File: src/rtl/iram_pkg.sv
// Shared IRAM definitions: widths, loader state encoding and small data helpers
// used by the loader and its byte assembler.
package iram_pkg;

    localparam int IRAM_ADDR_W = 8;
    localparam int IRAM_DATA_W = 16;

    typedef enum logic [2:0] {
        ST_IDLE    = 3'd0,
        ST_GET_LEN = 3'd1,
        ST_GET_B0  = 3'd2,
        ST_GET_B1  = 3'd3,
        ST_WRITE   = 3'd4,
        ST_GET_CHK = 3'd5
    } loader_state_t;

    // States in which the loader is willing to take a byte from the stream.
    function automatic logic is_rx_state(input loader_state_t st);
        logic rx;
        case (st)
            ST_GET_LEN: rx = 1'b1;
            ST_GET_B0:  rx = 1'b1;
            ST_GET_B1:  rx = 1'b1;
            ST_GET_CHK: rx = 1'b1;
            default:    rx = 1'b0;
        endcase
        return rx;
    endfunction

    function automatic logic [IRAM_DATA_W-1:0] pack_word(input logic [7:0] first_b,
                                                         input logic [7:0] second_b,
                                                         input logic       hi_first);
        logic [IRAM_DATA_W-1:0] w;
        if (hi_first) begin
            w = {first_b, second_b};
        end else begin
            w = {second_b, first_b};
        end
        return w;
    endfunction

    function automatic logic [7:0] xor_accum(input logic [7:0] acc, input logic [7:0] b);
        return acc ^ b;
    endfunction

endpackage

File: src/rtl/iram_loader_byte_pack.sv
// Two-byte to 16-bit word assembler with selectable byte order; with
// IRAM_LOADER_CHECKSUM_EN it also keeps a running XOR of every data byte.
module byte_pack
    import iram_pkg::*;
#(
    parameter int HI_FIRST = 1
) (
    input  logic                   clk,
    input  logic                   rst,
    input  logic                   clr,
    input  logic                   b0_en,
    input  logic                   b1_en,
    input  logic [7:0]             byte_in,
    output logic [IRAM_DATA_W-1:0] word
`ifdef IRAM_LOADER_CHECKSUM_EN
   ,output logic [7:0]             chk_xor
`endif
);

    logic [7:0]             first_r;
    logic [IRAM_DATA_W-1:0] word_r;

    // Hold the first byte of a word, then form the word when the second arrives.
    always_ff @(posedge clk) begin
        if (rst) begin
            first_r <= 8'h00;
            word_r  <= 16'h0000;
        end else begin
            if (clr) begin
                first_r <= 8'h00;
            end else if (b0_en) begin
                first_r <= byte_in;
            end else begin
                first_r <= first_r;
            end
            if (b1_en) begin
                word_r <= pack_word(first_r, byte_in, (HI_FIRST != 0));
            end else begin
                word_r <= word_r;
            end
        end
    end

    assign word = word_r;

`ifdef IRAM_LOADER_CHECKSUM_EN
    logic [7:0] xor_r;

    // Running XOR over all data bytes of the current image.
    always_ff @(posedge clk) begin
        if (rst) begin
            xor_r <= 8'h00;
        end else if (clr) begin
            xor_r <= 8'h00;
        end else if (b0_en || b1_en) begin
            xor_r <= xor_accum(xor_r, byte_in);
        end else begin
            xor_r <= xor_r;
        end
    end

    assign chk_xor = xor_r;
`endif

endmodule

File: src/rtl/iram_loader.sv
// IRAM write-side loader: takes a length-prefixed byte stream, packs 16-bit words and
// writes them at consecutive addresses while holding the CPU. Option: IRAM_LOADER_CHECKSUM_EN.
module iram_loader
    import iram_pkg::*;
#(
    parameter int ADDR_W    = IRAM_ADDR_W,
    parameter int BASE_ADDR = 0,
    parameter int HI_FIRST  = 1
) (
    input  logic                   clk,
    input  logic                   rst,
    input  logic                   load_start,
    input  logic [7:0]             rx_data,
    input  logic                   rx_valid,
    output logic                   rx_ready,
    output logic                   wea,
    output logic [ADDR_W-1:0]      iaddr,
    output logic [IRAM_DATA_W-1:0] idataout,
    output logic                   cpu_hold,
    output logic                   busy,
    output logic                   done,
    output logic                   err
);

    // Word counter must hold 2**ADDR_W as well as any 8-bit length.
    localparam int REM_W = ((ADDR_W > 8) ? ADDR_W : 8) + 1;

    loader_state_t     state_r;
    loader_state_t     state_nxt_s;
    logic [ADDR_W-1:0] addr_r;
    logic [REM_W-1:0]  rem_r;
    logic [REM_W-1:0]  rem_load_s;
    logic              rx_ready_r;
    logic              wea_r;
    logic              busy_r;
    logic              cpu_hold_r;
    logic              done_r;
    logic              err_r;

    logic              xfer_s;
    logic              start_s;
    logic              len_en_s;
    logic              b0_en_s;
    logic              b1_en_s;
    logic              wr_s;
    logic              fin_ok_s;
    logic              fin_err_s;
`ifdef IRAM_LOADER_CHECKSUM_EN
    logic [7:0]        chk_xor_s;
`endif

    assign xfer_s     = rx_valid & rx_ready_r;
    assign rem_load_s = (rx_data == 8'd0) ? (REM_W'(1) << ADDR_W) : REM_W'(rx_data);

    byte_pack #(
        .HI_FIRST (HI_FIRST)
    ) u_byte_pack (
        .clk     (clk),
        .rst     (rst),
        .clr     (start_s),
        .b0_en   (b0_en_s),
        .b1_en   (b1_en_s),
        .byte_in (rx_data),
        .word    (idataout)
`ifdef IRAM_LOADER_CHECKSUM_EN
       ,.chk_xor (chk_xor_s)
`endif
    );

    // Next-state decode and one-cycle control strobes.
    always_comb begin
        state_nxt_s = state_r;
        start_s     = 1'b0;
        len_en_s    = 1'b0;
        b0_en_s     = 1'b0;
        b1_en_s     = 1'b0;
        wr_s        = 1'b0;
        fin_ok_s    = 1'b0;
        fin_err_s   = 1'b0;
        case (state_r)
            ST_IDLE: begin
                if (load_start) begin
                    state_nxt_s = ST_GET_LEN;
                    start_s     = 1'b1;
                end else begin
                    state_nxt_s = ST_IDLE;
                end
            end
            ST_GET_LEN: begin
                if (xfer_s) begin
                    state_nxt_s = ST_GET_B0;
                    len_en_s    = 1'b1;
                end else begin
                    state_nxt_s = ST_GET_LEN;
                end
            end
            ST_GET_B0: begin
                if (xfer_s) begin
                    state_nxt_s = ST_GET_B1;
                    b0_en_s     = 1'b1;
                end else begin
                    state_nxt_s = ST_GET_B0;
                end
            end
            ST_GET_B1: begin
                if (xfer_s) begin
                    state_nxt_s = ST_WRITE;
                    b1_en_s     = 1'b1;
                end else begin
                    state_nxt_s = ST_GET_B1;
                end
            end
            ST_WRITE: begin
                wr_s = 1'b1;
                if (rem_r == REM_W'(1)) begin
`ifdef IRAM_LOADER_CHECKSUM_EN
                    state_nxt_s = ST_GET_CHK;
`else
                    state_nxt_s = ST_IDLE;
                    fin_ok_s    = 1'b1;
`endif
                end else begin
                    state_nxt_s = ST_GET_B0;
                end
            end
            ST_GET_CHK: begin
`ifdef IRAM_LOADER_CHECKSUM_EN
                if (xfer_s) begin
                    state_nxt_s = ST_IDLE;
                    if (rx_data == chk_xor_s) begin
                        fin_ok_s = 1'b1;
                    end else begin
                        fin_err_s = 1'b1;
                    end
                end else begin
                    state_nxt_s = ST_GET_CHK;
                end
`else
                state_nxt_s = ST_IDLE;
`endif
            end
            default: begin
                state_nxt_s = ST_IDLE;
            end
        endcase
    end

    // State, handshake/write strobes and status flags, all registered.
    always_ff @(posedge clk) begin
        if (rst) begin
            state_r    <= ST_IDLE;
            rx_ready_r <= 1'b0;
            wea_r      <= 1'b0;
            busy_r     <= 1'b0;
            cpu_hold_r <= 1'b0;
            done_r     <= 1'b0;
            err_r      <= 1'b0;
        end else begin
            state_r    <= state_nxt_s;
            rx_ready_r <= is_rx_state(state_nxt_s);
            wea_r      <= (state_nxt_s == ST_WRITE);
            if (start_s) begin
                busy_r     <= 1'b1;
                cpu_hold_r <= 1'b1;
                done_r     <= 1'b0;
                err_r      <= 1'b0;
            end else if (fin_ok_s) begin
                busy_r     <= 1'b0;
                cpu_hold_r <= 1'b0;
                done_r     <= 1'b1;
            end else if (fin_err_s) begin
                busy_r     <= 1'b0;
                cpu_hold_r <= 1'b0;
                err_r      <= 1'b1;
            end else begin
                busy_r     <= busy_r;
                cpu_hold_r <= cpu_hold_r;
            end
        end
    end

    // Write address and words-remaining counter; the address wraps naturally.
    always_ff @(posedge clk) begin
        if (rst) begin
            addr_r <= ADDR_W'(BASE_ADDR);
            rem_r  <= {REM_W{1'b0}};
        end else begin
            if (start_s) begin
                addr_r <= ADDR_W'(BASE_ADDR);
            end else if (wr_s) begin
                addr_r <= addr_r + ADDR_W'(1);
            end else begin
                addr_r <= addr_r;
            end
            if (len_en_s) begin
                rem_r <= rem_load_s;
            end else if (wr_s) begin
                rem_r <= rem_r - REM_W'(1);
            end else begin
                rem_r <= rem_r;
            end
        end
    end

    assign rx_ready = rx_ready_r;
    assign wea      = wea_r;
    assign iaddr    = addr_r;
    assign busy     = busy_r;
    assign cpu_hold = cpu_hold_r;
    assign done     = done_r;
    assign err      = err_r;

endmodule
File: config.mk
export PLATFORM = sky130hd
export DESIGN_NAME = iram_loader
export DESIGN_NICKNAME = d
export VERILOG_FILES = /design/src/rtl/iram_pkg.sv /design/src/rtl/iram_loader_byte_pack.sv /design/src/rtl/iram_loader.sv
export SDC_FILE = /design/constraint.sdc
export NUM_CORES = 1
export LEC_CHECK = 0
export ABC_CLOCK_PERIOD_IN_PS = 4570
export BUFFER_PORTS_ARGS = -buffer_cell sky130_fd_sc_hd__buf_2
export CAP_MARGIN = 20
export CORE_MARGIN = 10
export CORE_UTILIZATION = 58
export DETAILED_ROUTE_END_ITERATION = 12
export PLACE_DENSITY = 0.87
export SLEW_MARGIN = 20
export SYNTH_ARGS = -nofsm -noshare
export SYNTH_HDL_FRONTEND = slang
export SYNTH_HIERARCHICAL = 1
export SYNTH_SLANG_ARGS = --single-unit
File: constraint.sdc
create_clock -name clk -period 4.57 [get_ports clk]
set_input_delay 0.2285 -clock clk [delete_from_list [all_inputs] [get_ports clk]]
set_output_delay 0.2285 -clock clk [all_outputs]
set_load 0.03 [all_outputs]
# ---- After elaboration in Yosys (flattened, before gate mapping)
# Cells that the tools add are included.
dict set report classes {
  n_addsub 2
  eq_ne 10
  n_mux 21
  bitwise 1
  reduce_logical 6
}
# op count
set op_table {}
lappend op_table {{$mux 9} 3}
lappend op_table {{$pmux 3 s5} 1}
lappend op_table {{$mux 1} 14}
lappend op_table {{$eq 3x2->1 const B} 4}
lappend op_table {{$eq 3x3->1 const B} 3}
lappend op_table {{$eq 9x1->1 const B} 1}
lappend op_table {{$sub 9x1->9 const B} 1}
lappend op_table {{$add 8x1->8 const B} 1}
lappend op_table {{$logic_not 8->1} 1}
lappend op_table {{$eq 3x1->1 const B} 2}
lappend op_table {{$mux 2} 2}
lappend op_table {{$reduce_bool 2->1} 2}
lappend op_table {{$reduce_or 4->1} 1}
lappend op_table {{$logic_not 3->1} 1}
lappend op_table {{$mux 3} 1}
lappend op_table {{$reduce_or 2->1} 1}
lappend op_table {{$and 1x1->1} 1}
dict set report word_totals {
  ff_bits 48
  in_bits 12
  output_inout_bits 30
}

# ---- Depth between registers and ports, before layout
# Gate-level depths: netlist of run 1.
dict set report depth {
  ltp_word 6
  depth_mapped 7
  depth_no_buf 6
}

# ---- Modules after synthesis
# The synthesis of run 1 kept the hierarchy.
# mod instances cells_per_inst area_each_um2 seq_area_each_um2
set modules_own_cells {}
lappend modules_own_cells {iram_loader 1 140 1263.7 480.5}
lappend modules_own_cells {byte_pack 1 79 887.1 480.5}

# ---- Least setup slack after synthesis of run 1
# Ideal clock, no wire load.
dict set report synth_path {
  kind {flip-flop to flip-flop}
  startpoint {reg rx_ready_r (netlist: rx_ready)}
  endpoint {reg u_byte_pack.word_r[10] (netlist: u_byte_pack/word[10])}
  setup_ps 128
  arrival_time_ps 1414
  t_required_ps 4442
  slack_ps 3028
  path_stages_with_launch 7
  synth_period_minus_slack_ps 1542
  path_cell_list {dfxtp_1 > nand3_2 > nor2_1 > buf_4 > buf_6 > mux2i_1 > nor2_1}
}
dict set report synth_between {
  elab_chain_cells 3
}
# item line_no
set synth_rtl {}
lappend synth_rtl {{start: declaration} iram_loader.sv:33} ;# logic rx_ready_r;
lappend synth_rtl {{start signal: assignment} iram_loader.sv:160} ;# rx_ready_r <= is_rx_state(state_nxt_s);
lappend synth_rtl {{$and 1x1->1} iram_loader.sv:52} ;# assign xfer_s = rx_valid & rx_ready_r;
lappend synth_rtl {{$mux 1} iram_loader.sv:106} ;# if (xfer_s) begin
lappend synth_rtl {{$mux 1} iram_loader.sv:80} ;# case (state_r)
lappend synth_rtl {{net b1_en_s} iram_loader.sv:44} ;# logic b1_en_s;
lappend synth_rtl {{end signal: assignment} iram_loader_byte_pack.sv:37} ;# word_r <= pack_word(first_r, byte_in, (HI_FIRST != 0));
lappend synth_rtl {{end signal: assignment} iram_loader_byte_pack.sv:39} ;# word_r <= word_r;
lappend synth_rtl {{end: declaration} iram_loader_byte_pack.sv:21} ;# logic [IRAM_DATA_W-1:0] word_r;
# The timed path passes the listed nets, and every way through them passes these cells.
# A chain may end at the register's enable or synchronous reset.

# ---- Worst setup path in the final report of run 1
dict set report layout_path {
  startpoint {reg state_r[1]}
  endpoint {reg u_byte_pack.word_r[7] (netlist: u_byte_pack/word[7])}
}
dict set report layout_between {
  elab_chain_cells 2
}
# item line_no
set layout_rtl {}
lappend layout_rtl {{start: declaration} iram_loader.sv:28} ;# loader_state_t state_r;
lappend layout_rtl {{start signal: assignment} iram_loader.sv:159} ;# state_r <= state_nxt_s;
lappend layout_rtl {{$eq 3x2->1} iram_loader.sv:80}
lappend layout_rtl {{$mux 1} iram_loader.sv:80}
lappend layout_rtl {{net b1_en_s} iram_loader.sv:44}
# The timed path passes the listed nets, and every way through them passes these cells.

==> qor.txt, run 1 <==
fin crit share -> 48.2%
GR Util met3 -> 4.08%
design area -> 0.00245 sq mm
GR Util met1 -> 15.8%
Final TNS setup -> 0 ns
Final Hold Fails -> 0
ys flop type -> dfxtp_1
cts bufs inserted -> 5
max_cap viols -> 0
kind of critical path -> reg -> reg
Layout area overhead -> 13.8%
CTS Sinks -> 48
Die Area -> 0.00654 sq mm
Resized cells post-CTS -> 0
largest net degree at the start of global routing -> 34
Power Density -> 345 mW/mm^2
critical path startpoint category -> flip-flop
GR Util All Layers -> 13.8%
Netlist cell types -> 46
gr ovfl total -> 0
Hold WC Path Type -> in -> reg
Iteration-0 DRC Markers -> 104
Total Power -> 0.844 mW
Slew Viols, Final -> 0
syn nets -> 234
# DRC -> 0
H-tree depth -> 2
status -> completed
Die Width -> 80.9 um
gr busiest metal -> met2
Worst path top cell family by delay -> simple AND/OR/NAND/NOR gates
Final #Nets -> 267
register area share after synthesis -> 44.7%
worst endpoint data arrival time -> 2.38 ns
Max Clk Rate -> 0.454 GHz
Peak VDD IR -> 0.186 mV
cell count after placement -> 293
I/O Buffers -> 40
minimum clock period -> 2.20 ns
standard-cell rows -> 22
Post-DP Area -> 0.00231 sq mm
root buffer cell -> clkbuf_8
Post-synth top cells -> dfxtp_1 (48), nor2_1 (26), mux2i_1 (24)
worst hold slack -> 0.225 ns
worst stage delay on the critical path -> 0.84 ns
Avg WL per Cell -> 14.8 um
router iterations before antenna repair -> 5
critical path data required time -> 4.75 ns
Setup-failing EPs final -> 0
Final WS setup -> 2.37 ns
Post-Syn Area -> 0.00215 sq mm
CTS tree -> built
WL final -> 4.45 mm
CP max stage cell -> nor2_2
top-count cell post-synth -> dfxtp_1
initial antenna violation count -> 0
met2 Track Usage GR -> 23.7%
Setup Skew -> 0.0102 ns
vias per inst -> 5.47
DP HPWL -> 3.08 mm
Syn. warnings -> 6
CP Max Fanout -> 16
CP Cell Sequence -> nand2b_1 > nor2_2 > mux2i_1 > nor2_1
setup repair bufs after CTS -> 0
Post-synth EDFFs -> 0
DP Worst Slack -> 2.39 ns
Worst Path Buf+Inv -> 0
CP Capture Type -> flip-flop
post-synth top area share -> 44.7%
Slew headroom -> 31.3%
post-synthesis sequential element count -> 48
RSZ-0062 raised after global routing -> false
vias in the first global route -> 1,643
CTS clock-pin slew for the worst setup and hold paths -> 0.09 ns
largest cells by area after synthesis -> dfxtp_1 (45%), mux2i_1 (11%), nor2_1 (4.5%)
Final Non-Filler Cells -> 301
Mean Syn Cell Area -> 9.82 sq um
Synth Instances -> 219
post-synth top area cell -> dfxtp_1
global-route wire length before repair -> 7.35 mm
Slew @ Worst Pin -> 1.03 ns
via count -> 1,647
share of layout cells above drive strength 1 -> 28.1%
clk buf depth -> 2
gp weighted congestion -> 0.796
final core utilization -> 67.4%
Pleak -> 0.912 nW
Core Footprint -> 0.00363 sq mm
hold_buf cts -> 0
clk_lat worst skew -> 0.30 ns
Final ANT Viol Nets -> 0
die height -> 80.9 um
I/O pins -> 42
Initial Util -> 59.2%
ys async rst share -> 0%
ant diodes -> 0
-- layout by cell type, fill, tap and decap left out, drive strengths merged, types with 2 or more instances in the layout --
cell type	Yosys	routed
a21oi	11	11
a22oi	2	2
a31oi	4	4
buf	14	42
bufinv	0	2
clkbuf	2	5
dfxtp	48	48
ha	3	3
inv	3	4
mux2i	24	24
nand2	12	12
nand2b	2	2
nand3	11	11
nand4	3	3
nor2	36	36
nor3	8	8
nor3b	2	2
nor4	3	3
nor4b	3	3
o211ai	2	2
or2	2	2
or3	3	3
xnor2	4	4
xor2	5	5
-- registers in the layout, summed over array words and instances, names as in the netlist --
signal and count:
rem_r 9, wea 1, iaddr 8, u_byte_pack/first_r 8, state_r 3, done 1
u_byte_pack/word 16, rx_ready 1, cpu_hold 1
-- power by group --
part           leakage (nW)  switching (mW)  internal [mW]
clock                0.0687           0.143          0.220
sequential            0.388         0.00818          0.423
combinational         0.456          0.0328         0.0161
total                 0.912           0.184          0.659
-- metal layers --
layer  part of all wire [%]  wire length (um)
met4                   0.94                42
met2                     50              2240
met3                    4.8               214
met5                      0                 0
met1                     44              1950
-- path summary, 6_finish.rpt --
path / start / end / slack [ns] / depth (start not counted)
setup / recovery: state_r[1] / u_byte_pack/word[7] / 2.37 / 4
hold / removal: rx_data[2] / u_byte_pack/word[2] / 0.23 / 3
setup reg to reg: state_r[1] / u_byte_pack/word[7] / 2.37 / 4
hold reg to reg: done / done / 0.48 / 2
-- cells by family (layout without fill, tap and decap cells) --
logic type	after synthesis	after routing	synth area share (%)
AO/OA/AOI/OAI	26	26	8.38
AND/OR/NAND/NOR	89	89	24.1
multiplexers	24	24	11.2
XOR/XNOR	9	9	3.66
flip-flops	48	48	44.7
adder cells (fa/ha/maj)	3	3	1.75
buffers and inverters	19	53	6.05
other	1	1	0.174
-- layout make-up --
| cell class | instances | area, sq um |
|---|---|---|
| Multi-Input combinational cell | 152 | 1060 |
| Clock buffer | 5 | 68.8 |
| Clock inverter | 3 | 68.8 |
| Sequential cell | 48 | 961 |
| Fill cell | 308 | 1190 |
| Tap cell | 48 | 60.1 |
| Timing Repair Buffer | 42 | 215 |
| Inverter | 3 | 11.3 |
-- worst reg2reg max path, delay by kind of cell, from the launching register on --
| kind | cells | cell delay (ns) |
|---|---|---|
| and+or+nand+nor | 3 | 1.11 |
| DFF | 1 | 0.66 |
| muxes | 1 | 0.32 |
No activity file was read; power rests on OpenSTA's default activity.
==> run 2: changes to the inputs <==
--- a/config.mk
+++ b/config.mk
@@ -5,13 +5,13 @@
 export SDC_FILE = /design/constraint.sdc
 export NUM_CORES = 1
 export LEC_CHECK = 0
-export ABC_CLOCK_PERIOD_IN_PS = 4570
+export ABC_CLOCK_PERIOD_IN_PS = 1900
 export BUFFER_PORTS_ARGS = -buffer_cell sky130_fd_sc_hd__buf_2
 export CAP_MARGIN = 20
 export CORE_MARGIN = 10
-export CORE_UTILIZATION = 58
+export CORE_UTILIZATION = 49
 export DETAILED_ROUTE_END_ITERATION = 12
-export PLACE_DENSITY = 0.87
+export PLACE_DENSITY = 0.79
 export SLEW_MARGIN = 20
 export SYNTH_ARGS = -nofsm -noshare
 export SYNTH_HDL_FRONTEND = slang
==> constraint.sdc (replaced) <==
create_clock -name clk -period 1.9 [get_ports clk]
set_input_delay 0.095 -clock clk [delete_from_list [all_inputs] [get_ports clk]]
set_output_delay 0.095 -clock clk [all_outputs]
set_load 0.03 [all_outputs]
==> qor.txt, run 2 (synthesis gave the netlist of run 1 again) <==
DP Worst Slack -> 0.268 ns
CP Max Fanout -> 12
max_cap viols -> 0
area of the multi-input gates -> 0.00106 sq mm
Die Area -> 0.00744 sq mm
Post-DP Area -> 0.00236 sq mm
Initial Util -> 50.1%
Max Clk Rate -> 0.604 GHz
hold_buf cts -> 0
GR Util All Layers -> 11.9%
Layout area overhead -> 16.0%
router iterations before antenna repair -> 4
Power Density -> 816 mW/mm^2
CP Cell Sequence -> nand2b_1 > nor3_1 > buf_4 > mux2i_1 > nor2_2
design area -> 0.00249 sq mm
via count -> 1,646
clk buf depth -> 2
vias per inst -> 5.33
max reg flops -> 16
CTS tree -> built
filler instances -> 375
Slew @ Worst Pin -> 0.531 ns
Final Hold Fails -> 0
clk_lat worst skew -> 0.30 ns
Setup-failing EPs final -> 0
Resized cells post-CTS -> 0
Hold Crit Depth -> 2
H-tree depth -> 2
critical path startpoint category -> flip-flop
DP HPWL -> 3.28 mm
cell count after placement -> 301
Final Non-Filler Cells -> 309
CTS clock-pin slew for the worst setup and hold paths -> 0.09 ns
standard-cell rows -> 24
Final TNS setup -> 0 ns
Slew headroom -> 64.1%
most frequent cells in the layout -> dfxtp_1 (48), buf_2 (40), nor2_1 (25)
# DRC -> 0
critical path data required time -> 2.08 ns
initial antenna violation count -> 0
Critical path origin -> state_r[1]
Pleak -> 0.936 nW
die height -> 86.3 um
vias in the first global route -> 1,645
share of layout cells above drive strength 1 -> 29.2%
min-delay src -> rst
root buffer cell -> clkbuf_8
kind of critical path -> reg -> reg
Final WS setup -> 0.245 ns
Setup Skew -> 0.0113 ns
I/O pins -> 42
Iteration-0 DRC Markers -> 119
Worst R2R Path Depth -> 5
gp weighted congestion -> 0.855
final core utilization -> 58.1%
Slew Viols, Final -> 0
Final #Nets -> 271
global-route wire length before repair -> 7.40 mm
Die Width -> 86.3 um
gr ovfl total -> 0
cts bufs inserted -> 5
Total Power -> 2.04 mW
largest net degree at the start of global routing -> 28
fin crit share -> 87.1%
setup repair bufs after CTS -> 0
Avg WL per Cell -> 14.4 um
Hold WC Path Type -> in -> reg
CP Capture Type -> flip-flop
worst endpoint data arrival time -> 1.84 ns
worst stage delay on the critical path -> 0.65 ns
status -> completed
CTS Sinks -> 48
Core Footprint -> 0.00429 sq mm
RSZ-0062 raised after global routing -> false
reg-to-reg startpoint -> state_r[1]
I/O Buffers -> 40
worst hold slack -> 0.0398 ns
CP max stage cell -> dfxtp_1
most common cell after layout, fill and taps aside -> dfxtp_1
minimum clock period -> 1.65 ns
ant diodes -> 0
FF+latch area -> 961 sq um
Final ANT Viol Nets -> 0
Peak VDD IR -> 0.350 mV
WL final -> 4.45 mm
-- run 2: path summary, 6_finish.rpt --
path,endpoint,slack (ns)
hold reg to reg,u_byte_pack/word[6],0.49
hold / removal,rx_ready,0.04
setup reg to reg,u_byte_pack/first_r[6],0.25
setup / recovery,u_byte_pack/first_r[6],0.25
-- run 2: area by class of cell --
type | instances | area share [%]
sequential | 48 | 38.5
inverter | 3 | 0.451
timing repair buffer | 46 | 10.3
tap | 52 | 2.61
clock buffer | 5 | 2.76
clock inverter | 3 | 2.76
multi-input combinational | 152 | 42.6
-- run 2: power breakdown --
part / internal (mW) / switching (mW) / total (mW)
Clock: 0.529 / 0.349 / 0.879
Combinational: 0.0427 / 0.0818 / 0.124
Sequential: 1.02 / 0.0164 / 1.03
-- run 2: critical path: cells and delay by family, from the launching register on --
kind                   cells  cell delay [ns]
DFF                        1             0.65
and+or+nand+nor            3             0.43
muxes                      1             0.24
buffers and inverters      1             0.22
-- run 2: layer usage --
layer	vias to the layer above	global-route usage [%]	share of wire [%]
met5	-	0	0
met1	762	13.3	42
met2	44	20.6	51
met3	5	4.32	6.1
li1	835	-	-
met4	0	3.98	0.83
==> run 3: changes to the inputs <==
--- a/config.mk
+++ b/config.mk
@@ -8,12 +8,11 @@
 export ABC_CLOCK_PERIOD_IN_PS = 1900
 export BUFFER_PORTS_ARGS = -buffer_cell sky130_fd_sc_hd__buf_2
 export CAP_MARGIN = 20
-export CORE_MARGIN = 10
-export CORE_UTILIZATION = 49
+export CORE_MARGIN = 5
+export CORE_UTILIZATION = 48
 export DETAILED_ROUTE_END_ITERATION = 12
-export PLACE_DENSITY = 0.79
+export PLACE_DENSITY = 0.78
 export SLEW_MARGIN = 20
 export SYNTH_ARGS = -nofsm -noshare
 export SYNTH_HDL_FRONTEND = slang
-export SYNTH_HIERARCHICAL = 1
 export SYNTH_SLANG_ARGS = --single-unit
==> qor.txt, run 3 <==
status -> completed
Initial Util -> 50.2%
Setup-failing EPs final -> 0
setup repair bufs after CTS -> 0
critical path data required time -> 2.14 ns
ant diodes -> 0
register area share after synthesis -> 47.6%
max reg flops -> 16
Final ANT Viol Nets -> 0
hold_buf cts -> 0
Max Clk Rate -> 0.620 GHz
I/O Buffers -> 40
Setup Skew -> 0.00447 ns
Hold WC Path Type -> in -> reg
Worst Setup EP -> rem_r[3]
CTS Sinks -> 48
Netlist cell types -> 42
post-synthesis sequential element count -> 48
Die Width -> 74.9 um
Synth Instances -> 230
GR Util All Layers -> 16.9%
Total Power -> 1.74 mW
Final WS setup -> 0.287 ns
CP Capture Type -> flip-flop
post-synth top area share -> 47.6%
Syn. warnings -> 0
Worst R2R Path Depth -> 4
design area -> 0.00234 sq mm
Final TNS setup -> 0 ns
DP Worst Slack -> 0.311 ns
Mean Syn Cell Area -> 8.79 sq um
worst endpoint data arrival time -> 1.85 ns
DP HPWL -> 3.27 mm
CTS tree -> built
vias in the first global route -> 1,590
Reg2Reg Setup Slack -> 0.29 ns
Peak VDD IR -> 0.516 mV
post-synth top area cell -> dfxtp_1
Post-Syn Area -> 0.00202 sq mm
R2R Path End -> rem_r[3]
# DRC -> 0
CP Cell Sequence -> or3b_1 > nor3_2 > a22oi_1 > a21oi_1
gr ovfl total -> 0
I/O pins -> 42
Slew Viols, Final -> 0
most common cell after layout, fill and taps aside -> dfxtp_1
Worst Path Buf+Inv -> 0
worst hold slack -> 0.0712 ns
syn nets -> 245
Resized cells post-CTS -> 0
critical path startpoint category -> flip-flop
min-delay src -> rx_data[3]
Post-synth EDFFs -> 0
Power Density -> 744 mW/mm^2
Iteration-0 DRC Markers -> 63
Critical path origin -> state_r[2]
kind of critical path -> reg -> reg
Final #Nets -> 285
CTS clock-pin slew for the worst setup and hold paths -> 0.08 ns
router iterations before antenna repair -> 4
worst stage delay on the critical path -> 0.55 ns
clk_lat worst skew -> 0.30 ns
Avg WL per Cell -> 13.8 um
max_cap viols -> 0
largest net degree at the start of global routing -> 32
vias per inst -> 5.41
RSZ-0062 raised after global routing -> false
fin crit share -> 84.9%
FF+latch area -> 961 sq um
via count -> 1,731
Layout area overhead -> 16.0%
CP Max Fanout -> 11
minimum clock period -> 1.61 ns
standard-cell rows -> 23
Worst path depth -> 4
H-tree depth -> 2
Post-DP Area -> 0.00226 sq mm
cts bufs inserted -> 5
Pleak -> 0.992 nW
Worst path top cell family by delay -> simple AND/OR/NAND/NOR gates
root buffer cell -> clkbuf_8
reg-to-reg startpoint -> state_r[2]
die height -> 74.9 um
Die Area -> 0.00561 sq mm
global-route wire length before repair -> 7.28 mm
Final Hold Fails -> 0
Post-synth top cells -> dfxtp_1 (48), nand2_1 (40), a21oi_1 (30)
initial antenna violation count -> 0
final core utilization -> 58.2%
ys async rst share -> 0%
cell count after placement -> 313
area of the multi-input gates -> 987 sq um
ys flop type -> dfxtp_1
filler instances -> 396
clk buf depth -> 2
share of layout cells above drive strength 1 -> 23.0%
WL final -> 4.43 mm
gp weighted congestion -> 0.935
Final Non-Filler Cells -> 320
largest cells by area after synthesis -> dfxtp_1 (48%), a21oi_1 (7.4%), nand2_1 (7.4%)
most frequent cells in the layout -> dfxtp_1 (48), nand2_1 (40), buf_2 (40)
CP max stage cell -> dfxtp_1
top-count cell post-synth -> dfxtp_1
Core Footprint -> 0.00403 sq mm
run 3: power breakdown:
part,switching [mW],internal [mW],total (mW)
Clock,0.331,0.249,0.580
Combinational,0.0809,0.0448,0.126
Sequential,0.0192,1.02,1.04
run 3: worst min-delay path by stage:
stage                           to  depth (start not counted)
2_1_floorplan  u_byte_pack.word[0]                          2
3_3_place_gp   u_byte_pack.word[3]                          3
3_5_place_dp   u_byte_pack.word[3]                          3
4_1_cts        u_byte_pack.word[3]                          3
5_1_grt        u_byte_pack.word[2]                          3
6_report       u_byte_pack.word[3]                          3
run 3: worst register-to-register path: stages, from the launching register on:
cell	delay [ns]
dfxtp_1	0.55
or3b_1	0.52
nor3_2	0.22
a22oi_1	0.12
a21oi_1	0.14
run 3: logic make-up after synthesis:
kind of cell               Yosys count  share of synthesized area (%)
and+or+nand+nor                    102                           25.9
buffers and inverters               15                           3.59
DFF                                 48                           47.6
adders and majority gates            3                           1.86
muxes                                8                           3.96
AOI/OAI and AO/OA                   44                           13.1
other                                1                          0.186
xor gates and xnor gates             9                           3.90
run 3: final cells by class:
type / count / area share (%)
repair buffers: 46 / 10.5
inverters: 2 / 0.320
multi-input cells: 167 / 42.1
clock inverters: 2 / 0.534
clock buffers: 5 / 2.93
well taps: 50 / 2.67
flip-flops and latches: 48 / 41.0
run 3: layer usage:
metal | track usage [%] | share of wire [%]
met1 | 21.4 | 44
met2 | 27.8 | 48
met3 | 4.81 | 6.5
met4 | 5.53 | 1.4
met5 | 0 | 0
